[src/rtl/change_dispenser_if.sv]
// rtl/change_dispenser_if.sv - request, stock and payout handshake bundle for change_dispenser
interface change_dispenser_if;
  logic        start;
  logic [15:0] credit;
  logic [15:0] price;
  logic [7:0]  num_500;
  logic [7:0]  num_1000;
  logic [7:0]  num_2000;
  logic [7:0]  num_5000;
  logic        dispense_ack;
  logic [3:0]  dispense_type;
  logic        dispense_valid;
  logic        busy;
  logic        done;
  logic [3:0]  error;
  logic [15:0] remaining;

  modport master (
    output start, credit, price, num_500, num_1000, num_2000, num_5000, dispense_ack,
    input  dispense_type, dispense_valid, busy, done, error, remaining
  );

  modport slave (
    input  start, credit, price, num_500, num_1000, num_2000, num_5000, dispense_ack,
    output dispense_type, dispense_valid, busy, done, error, remaining
  );
endinterface

[src/rtl/change_dispenser.sv]
// rtl/change_dispenser.sv - greedy change payout sequencer with ack timeout
module change_dispenser #(
  parameter int unsigned ACK_TIMEOUT = 255
) (
  input  logic               clock,
  input  logic               reset,
  change_dispenser_if.slave  bus
);

  typedef enum logic [2:0] {
    S_IDLE,
    S_CHECK,
    S_SELECT,
    S_EMIT,
    S_FINISH
  } state_t;

  // The wait counter runs 0..ACK_TIMEOUT-1 while an item is offered.
  localparam int WCW = (ACK_TIMEOUT > 1) ? $clog2(ACK_TIMEOUT) : 1;
  localparam logic [WCW-1:0] WAIT_LAST = WCW'(ACK_TIMEOUT - 1);

  localparam logic [3:0] T_500  = 4'b0001;
  localparam logic [3:0] T_1000 = 4'b0010;
  localparam logic [3:0] T_2000 = 4'b0100;
  localparam logic [3:0] T_5000 = 4'b1000;

  localparam logic [3:0] E_NONE     = 4'b0000;
  localparam logic [3:0] E_CREDIT   = 4'b0001;
  localparam logic [3:0] E_UNIT     = 4'b0010;
  localparam logic [3:0] E_STOCK    = 4'b0100;
  localparam logic [3:0] E_TIMEOUT  = 4'b1000;

  state_t          state;
  logic [15:0]     credit_q;
  logic [15:0]     price_q;
  logic [7:0]      stk_500;
  logic [7:0]      stk_1000;
  logic [7:0]      stk_2000;
  logic [7:0]      stk_5000;
  logic [15:0]     cur_amt;
  logic [WCW-1:0]  wait_cnt;

  logic [3:0]      dispense_type_q;
  logic            dispense_valid_q;
  logic            busy_q;
  logic            done_q;
  logic [3:0]      error_q;
  logic [15:0]     remaining_q;

  logic [15:0]     diff;
  logic [15:0]     diff_mod;
  logic            pick_ok;
  logic [3:0]      pick_type;
  logic [15:0]     pick_amt;

  assign bus.dispense_type  = dispense_type_q;
  assign bus.dispense_valid = dispense_valid_q;
  assign bus.busy           = busy_q;
  assign bus.done           = done_q;
  assign bus.error          = error_q;
  assign bus.remaining      = remaining_q;

  // Change owed is only meaningful when credit >= price; the subtraction cannot wrap then.
  assign diff     = credit_q - price_q;
  assign diff_mod = diff % 16'd500;

  // Greedy choice: largest denomination that fits the amount owed and is still in stock.
  always_comb begin
    pick_ok   = 1'b1;
    pick_type = 4'b0000;
    pick_amt  = 16'd0;
    if (remaining_q >= 16'd5000 && stk_5000 != 8'd0) begin
      pick_type = T_5000;
      pick_amt  = 16'd5000;
    end else if (remaining_q >= 16'd2000 && stk_2000 != 8'd0) begin
      pick_type = T_2000;
      pick_amt  = 16'd2000;
    end else if (remaining_q >= 16'd1000 && stk_1000 != 8'd0) begin
      pick_type = T_1000;
      pick_amt  = 16'd1000;
    end else if (remaining_q >= 16'd500 && stk_500 != 8'd0) begin
      pick_type = T_500;
      pick_amt  = 16'd500;
    end else begin
      pick_ok = 1'b0;
    end
  end

  // Transaction sequencer; every output is a register so the payout interface sees clean levels.
  always_ff @(posedge clock or negedge reset) begin
    if (!reset) begin
      state            <= S_IDLE;
      credit_q         <= 16'd0;
      price_q          <= 16'd0;
      stk_500          <= 8'd0;
      stk_1000         <= 8'd0;
      stk_2000         <= 8'd0;
      stk_5000         <= 8'd0;
      cur_amt          <= 16'd0;
      wait_cnt         <= '0;
      dispense_type_q  <= 4'b0000;
      dispense_valid_q <= 1'b0;
      busy_q           <= 1'b0;
      done_q           <= 1'b0;
      error_q          <= E_NONE;
      remaining_q      <= 16'd0;
    end else begin
      case (state)
        S_IDLE: begin
          done_q <= 1'b0;
          if (bus.start) begin
            credit_q <= bus.credit;
            price_q  <= bus.price;
            stk_500  <= bus.num_500;
            stk_1000 <= bus.num_1000;
            stk_2000 <= bus.num_2000;
            stk_5000 <= bus.num_5000;
            error_q  <= E_NONE;
            busy_q   <= 1'b1;
            state    <= S_CHECK;
          end
        end

        S_CHECK: begin
          if (credit_q < price_q) begin
            error_q     <= E_CREDIT;
            remaining_q <= 16'd0;
            done_q      <= 1'b1;
            state       <= S_FINISH;
          end else begin
            remaining_q <= diff;
            if (diff_mod != 16'd0) begin
              error_q <= E_UNIT;
              done_q  <= 1'b1;
              state   <= S_FINISH;
            end else begin
              state <= S_SELECT;
            end
          end
        end

        S_SELECT: begin
          if (remaining_q == 16'd0) begin
            error_q <= E_NONE;
            done_q  <= 1'b1;
            state   <= S_FINISH;
          end else if (pick_ok) begin
            dispense_valid_q <= 1'b1;
            dispense_type_q  <= pick_type;
            cur_amt          <= pick_amt;
            wait_cnt         <= '0;
            state            <= S_EMIT;
          end else begin
            error_q <= E_STOCK;
            done_q  <= 1'b1;
            state   <= S_FINISH;
          end
        end

        S_EMIT: begin
          if (bus.dispense_ack) begin
            remaining_q      <= remaining_q - cur_amt;
            dispense_valid_q <= 1'b0;
            dispense_type_q  <= 4'b0000;
            state            <= S_SELECT;
            // Picks only happen on non-zero stock, the guards just make underflow impossible.
            case (dispense_type_q)
              T_500:   if (stk_500  != 8'd0) stk_500  <= stk_500  - 8'd1;
              T_1000:  if (stk_1000 != 8'd0) stk_1000 <= stk_1000 - 8'd1;
              T_2000:  if (stk_2000 != 8'd0) stk_2000 <= stk_2000 - 8'd1;
              T_5000:  if (stk_5000 != 8'd0) stk_5000 <= stk_5000 - 8'd1;
              default: ;
            endcase
          end else if (wait_cnt == WAIT_LAST) begin
            error_q          <= E_TIMEOUT;
            dispense_valid_q <= 1'b0;
            dispense_type_q  <= 4'b0000;
            done_q           <= 1'b1;
            state            <= S_FINISH;
          end else begin
            wait_cnt <= wait_cnt + 1'b1;
          end
        end

        S_FINISH: begin
          done_q <= 1'b0;
          busy_q <= 1'b0;
          state  <= S_IDLE;
        end

        default: begin
          dispense_valid_q <= 1'b0;
          dispense_type_q  <= 4'b0000;
          done_q           <= 1'b0;
          busy_q           <= 1'b0;
          state            <= S_IDLE;
        end
      endcase
    end
  end

endmodule

[src/flat_wrapper.sv]
// flat-port wrapper written by rule: the top's interface ports become plain ports
module change_dispenser_flat 
#(
  parameter int unsigned ACK_TIMEOUT = 255
)
  (clock, reset, bus_start, bus_credit, bus_price, bus_num_500, bus_num_1000, bus_num_2000, bus_num_5000, bus_dispense_ack, bus_dispense_type, bus_dispense_valid, bus_busy, bus_done, bus_error, bus_remaining);
  change_dispenser_if bus_i ();
  input  logic clock;
  input  logic reset;
  input wire logic [$bits(bus_i.start)-1:0] bus_start;
  input wire logic [$bits(bus_i.credit)-1:0] bus_credit;
  input wire logic [$bits(bus_i.price)-1:0] bus_price;
  input wire logic [$bits(bus_i.num_500)-1:0] bus_num_500;
  input wire logic [$bits(bus_i.num_1000)-1:0] bus_num_1000;
  input wire logic [$bits(bus_i.num_2000)-1:0] bus_num_2000;
  input wire logic [$bits(bus_i.num_5000)-1:0] bus_num_5000;
  input wire logic [$bits(bus_i.dispense_ack)-1:0] bus_dispense_ack;
  output wire logic [$bits(bus_i.dispense_type)-1:0] bus_dispense_type;
  output wire logic [$bits(bus_i.dispense_valid)-1:0] bus_dispense_valid;
  output wire logic [$bits(bus_i.busy)-1:0] bus_busy;
  output wire logic [$bits(bus_i.done)-1:0] bus_done;
  output wire logic [$bits(bus_i.error)-1:0] bus_error;
  output wire logic [$bits(bus_i.remaining)-1:0] bus_remaining;
  assign bus_i.start = bus_start;
  assign bus_i.credit = bus_credit;
  assign bus_i.price = bus_price;
  assign bus_i.num_500 = bus_num_500;
  assign bus_i.num_1000 = bus_num_1000;
  assign bus_i.num_2000 = bus_num_2000;
  assign bus_i.num_5000 = bus_num_5000;
  assign bus_i.dispense_ack = bus_dispense_ack;
  assign bus_dispense_type = bus_i.dispense_type;
  assign bus_dispense_valid = bus_i.dispense_valid;
  assign bus_busy = bus_i.busy;
  assign bus_done = bus_i.done;
  assign bus_error = bus_i.error;
  assign bus_remaining = bus_i.remaining;
  change_dispenser #(.ACK_TIMEOUT(ACK_TIMEOUT)) u_core (.clock(clock), .reset(reset), .bus(bus_i));
endmodule
[config.mk]
export PLATFORM = sky130hd
export DESIGN_NAME = change_dispenser_flat
export DESIGN_NICKNAME = d
export VERILOG_FILES = /design/src/rtl/change_dispenser_if.sv /design/src/rtl/change_dispenser.sv /design/src/flat_wrapper.sv
export SDC_FILE = /design/constraint.sdc
export NUM_CORES = 1
export LEC_CHECK = 0
export CAP_MARGIN = 20
export CORE_UTILIZATION = 45
export CTS_CLUSTER_SIZE = 10
export DETAILED_ROUTE_END_ITERATION = 16
export PLACE_DENSITY = 0.66
export SYNTH_ARGS = -nofsm -noshare
export SYNTH_HDL_FRONTEND = slang
export SYNTH_SLANG_ARGS = --single-unit
[constraint.sdc]
create_clock -name clock -period 9.4 [get_ports clock]
set_input_delay 1.88 -clock clock [delete_from_list [all_inputs] [get_ports clock]]
set_output_delay 1.88 -clock clock [all_outputs]
set_load 0.05 [all_outputs]
==> impl_metrics.env <==
export IMPL_gp_congestion=0.9359
export IMPL_rows=51
export IMPL_crit_path_end_kind="flop"
export IMPL_critPathKind="flop to flop"
export IMPL_hold_viol_final=0
export IMPL_grt_pass1_vias=7954
export IMPL_die_h_um=142.8
export IMPL_avgSynthCellArea_sq_um=8.314
export IMPL_cp_required_ps=9650
export IMPL_vias_per_cell=5.891
export IMPL_cts_buffers_inserted=9
export IMPL_grt_pass1_wl_mm=39.85
export IMPL_die_area_sq_mm=0.02039
export IMPL_nets=1247
export IMPL_cts_resized=0
export IMPL_synth_seq_cells=111
export IMPL_mostFrequentLayoutCell="dfrtp_1"
export IMPL_fmax_mhz=125.7
export IMPL_synth_async_reset_ratio=1.000
export IMPL_max_cap_viol_count=0
export IMPL_postPlaceCellArea_sq_mm=0.01005
export IMPL_slew_violations=0
export IMPL_route_layer_met1_wl_mm=10.64
export IMPL_synth_cells=1073
export IMPL_routed_top_layer="met4"
export IMPL_grt_max_degree=95
export IMPL_synth_seq_area_share=0.3114
export IMPL_rsz0062_at_grt="no"
export IMPL_fin_skew_ps=20.23
export IMPL_drc=0
export IMPL_wl_mm=23.74
export IMPL_yosysWarnings=0
export IMPL_max_stage_delay_ps=550
export IMPL_cp_slowest_cell="or4_1"
export IMPL_critPathMaxFanout=12
export IMPL_period_minus_slack_ps=7957
export IMPL_status="finished, final reports clean"
export IMPL_synth_edf_count=0
export IMPL_cp_data_arrival_time_ps=8210
export IMPL_netlist_area_sq_mm=0.008921
export IMPL_cts_sinks=111
export IMPL_clk_root_buffer_cell="clkbuf_16"
export IMPL_final_cell_mix="dfrtp_1 (111), nor2_1 (104), o21ai_0 (101), nand2_1 (97), clkdlybuf4s50_1 (93)"
export IMPL_fillers=1865
export IMPL_antenna_found_initial=0
export IMPL_dp_hpwl_mm=17.72
export IMPL_drt_pass1_iterations=5
export IMPL_io_pins=95
export IMPL_wl_per_cell_um=16.83
export IMPL_vias=8312
export IMPL_min_path_type="flop to flop"
export IMPL_insertion_delay_ps=370
export IMPL_area_growth_synth_to_final_pct=16.24
export IMPL_ant_nets=0
export IMPL_setup_worst_path_start_class="flop"
export IMPL_layout_drive_gt1_share=0.09250
export IMPL_placed_cells=1394
export IMPL_grt_overflow=0
export IMPL_synth_main_ff_cell="dfrtp_1"
export IMPL_slew_headroom=0.2755
export IMPL_clock_path_buffers=2
export IMPL_synth_area_leaders="dfrtp_1 (31%), o21ai_0 (5.7%), ha_1 (5.0%)"
export IMPL_wl_met3_um=950
export IMPL_port_buffers=94
export IMPL_stdcell_area_sq_mm=0.01037
export IMPL_synthDistinctLibCells=98
export IMPL_initial_core_util=0.4584
export IMPL_clk_pin_slew_ps=90
export IMPL_die_w_um=142.8
export IMPL_syn_nets=1179
export IMPL_post_cts_setup_buffers=0
export IMPL_met2WireLength_mm=11.74
export IMPL_yosysTopAreaCellShare=0.3114
export IMPL_grt_util_all_layers=0.2430
export IMPL_antenna_cells=0
export IMPL_drt_iter0_drc=572
export IMPL_cts_hold_buf=0
export IMPL_final_cells=1411
export IMPL_worstMarginPinSlew_ps=1079
export IMPL_cts_htree_levels=3
export IMPL_fin_crit_sh=0.8465
export IMPL_setup_viol_count_final=0
export IMPL_tns_ps=0
export IMPL_synth_top_area_cell="dfrtp_1"
export IMPL_fp_coreArea_sq_mm=0.01946
export IMPL_tritoncts="built"
## sequential cells by signal (all words and copies together) (netlist names)
name / cells
u_core.stk_1000: 8
u_core.stk_5000: 8
u_core.bus.error: 4
u_core.bus.dispense_type: 4
u_core.credit_q: 16
u_core.price_q: 16
u_core.state: 3
u_core.bus.dispense_valid: 1
u_core.stk_2000: 8
u_core.wait_cnt: 8
u_core.bus.busy: 1
u_core.cur_amt: 9
u_core.bus.remaining: 16
u_core.bus.done: 1
u_core.stk_500: 8
## cell type report
class | count | area, sq um | share of cell area
Multi-Input combinational cell | 867 | 5761 | 0.5555
Sequential cell | 111 | 2778 | 0.2679
Timing Repair Buffer | 103 | 1003 | 0.09677
Tap cell | 265 | 331.6 | 0.03197
Clock buffer | 10 | 229.0 | 0.02208
Inverter | 49 | 183.9 | 0.01774
Clock inverter | 6 | 83.83 | 0.008084
## path summary, 6_finish.rpt
path                                          from                       to  slack [ps]  depth (start not counted)
worst max register to register  u_core.credit_q[0]      u_core.bus.error[1]        1440                         30
worst min-delay path             u_core.cur_amt[8]        u_core.cur_amt[8]         480                          2
max in group asynchronous                    reset  u_core.bus.remaining[7]        6590                          2
worst min register to register   u_core.cur_amt[8]        u_core.cur_amt[8]         480                          2
worst max-delay path            u_core.credit_q[0]      u_core.bus.error[1]        1440                         30
min in group asynchronous                    reset          u_core.bus.busy        1470                          1
## synthesized netlist by cell type (11+ instances only)
library cell,count
a211oi_1,11
a21o_1,27
a21oi_1,83
a22oi_1,14
a31oi_1,21
clkbuf_1,30
dfrtp_1,111
ha_1,36
inv_1,49
mux2_2,20
mux2i_1,11
nand2_1,97
nand2b_1,13
nand3_1,32
nor2_1,105
nor3_1,26
o21ai_0,101
or3_1,11
xnor2_1,24
xor2_1,12
## worst max-delay path, delay by kind of cell (launching register included)
kind / cells / cell delay, ps
compound gates: 10 / 2490
simple gates: 9 / 2100
mux: 5 / 1630
fa+ha+maj: 3 / 930
flops: 1 / 370
buf+inv: 3 / 330
## routing by layer
layer,up-vias,track usage
li1,4095,-
met1,3977,0.3159
met2,212,0.4285
met3,28,0.02482
met4,0,0.06395
met5,-,0
## logic make-up after synthesis
logic type	synth area share
DFF	0.3114
buffers and inverters	0.04446
and+or+nand+nor	0.2046
muxes	0.04895
xor gates and xnor gates	0.03899
AOI/OAI and AO/OA	0.2920
adders and majority gates	0.05961
## metrics by stage
stage | hold slack [ps] | setup WS, ps | util
finish | 483.1 | 1443 | 0.5328
global route | 507.8 | 961.8 | 0.5328
floorplan | 432.4 | 2288 | -
CTS | 483.3 | 1476 | 0.5326
global placement | 458.4 | 1676 | 0.5165
detailed placement | 463.1 | 1493 | 0.5165
Power is left out: the tool's default activity adds up to more than one toggle a clock period on the data nets, which glitch-free logic cannot reach.
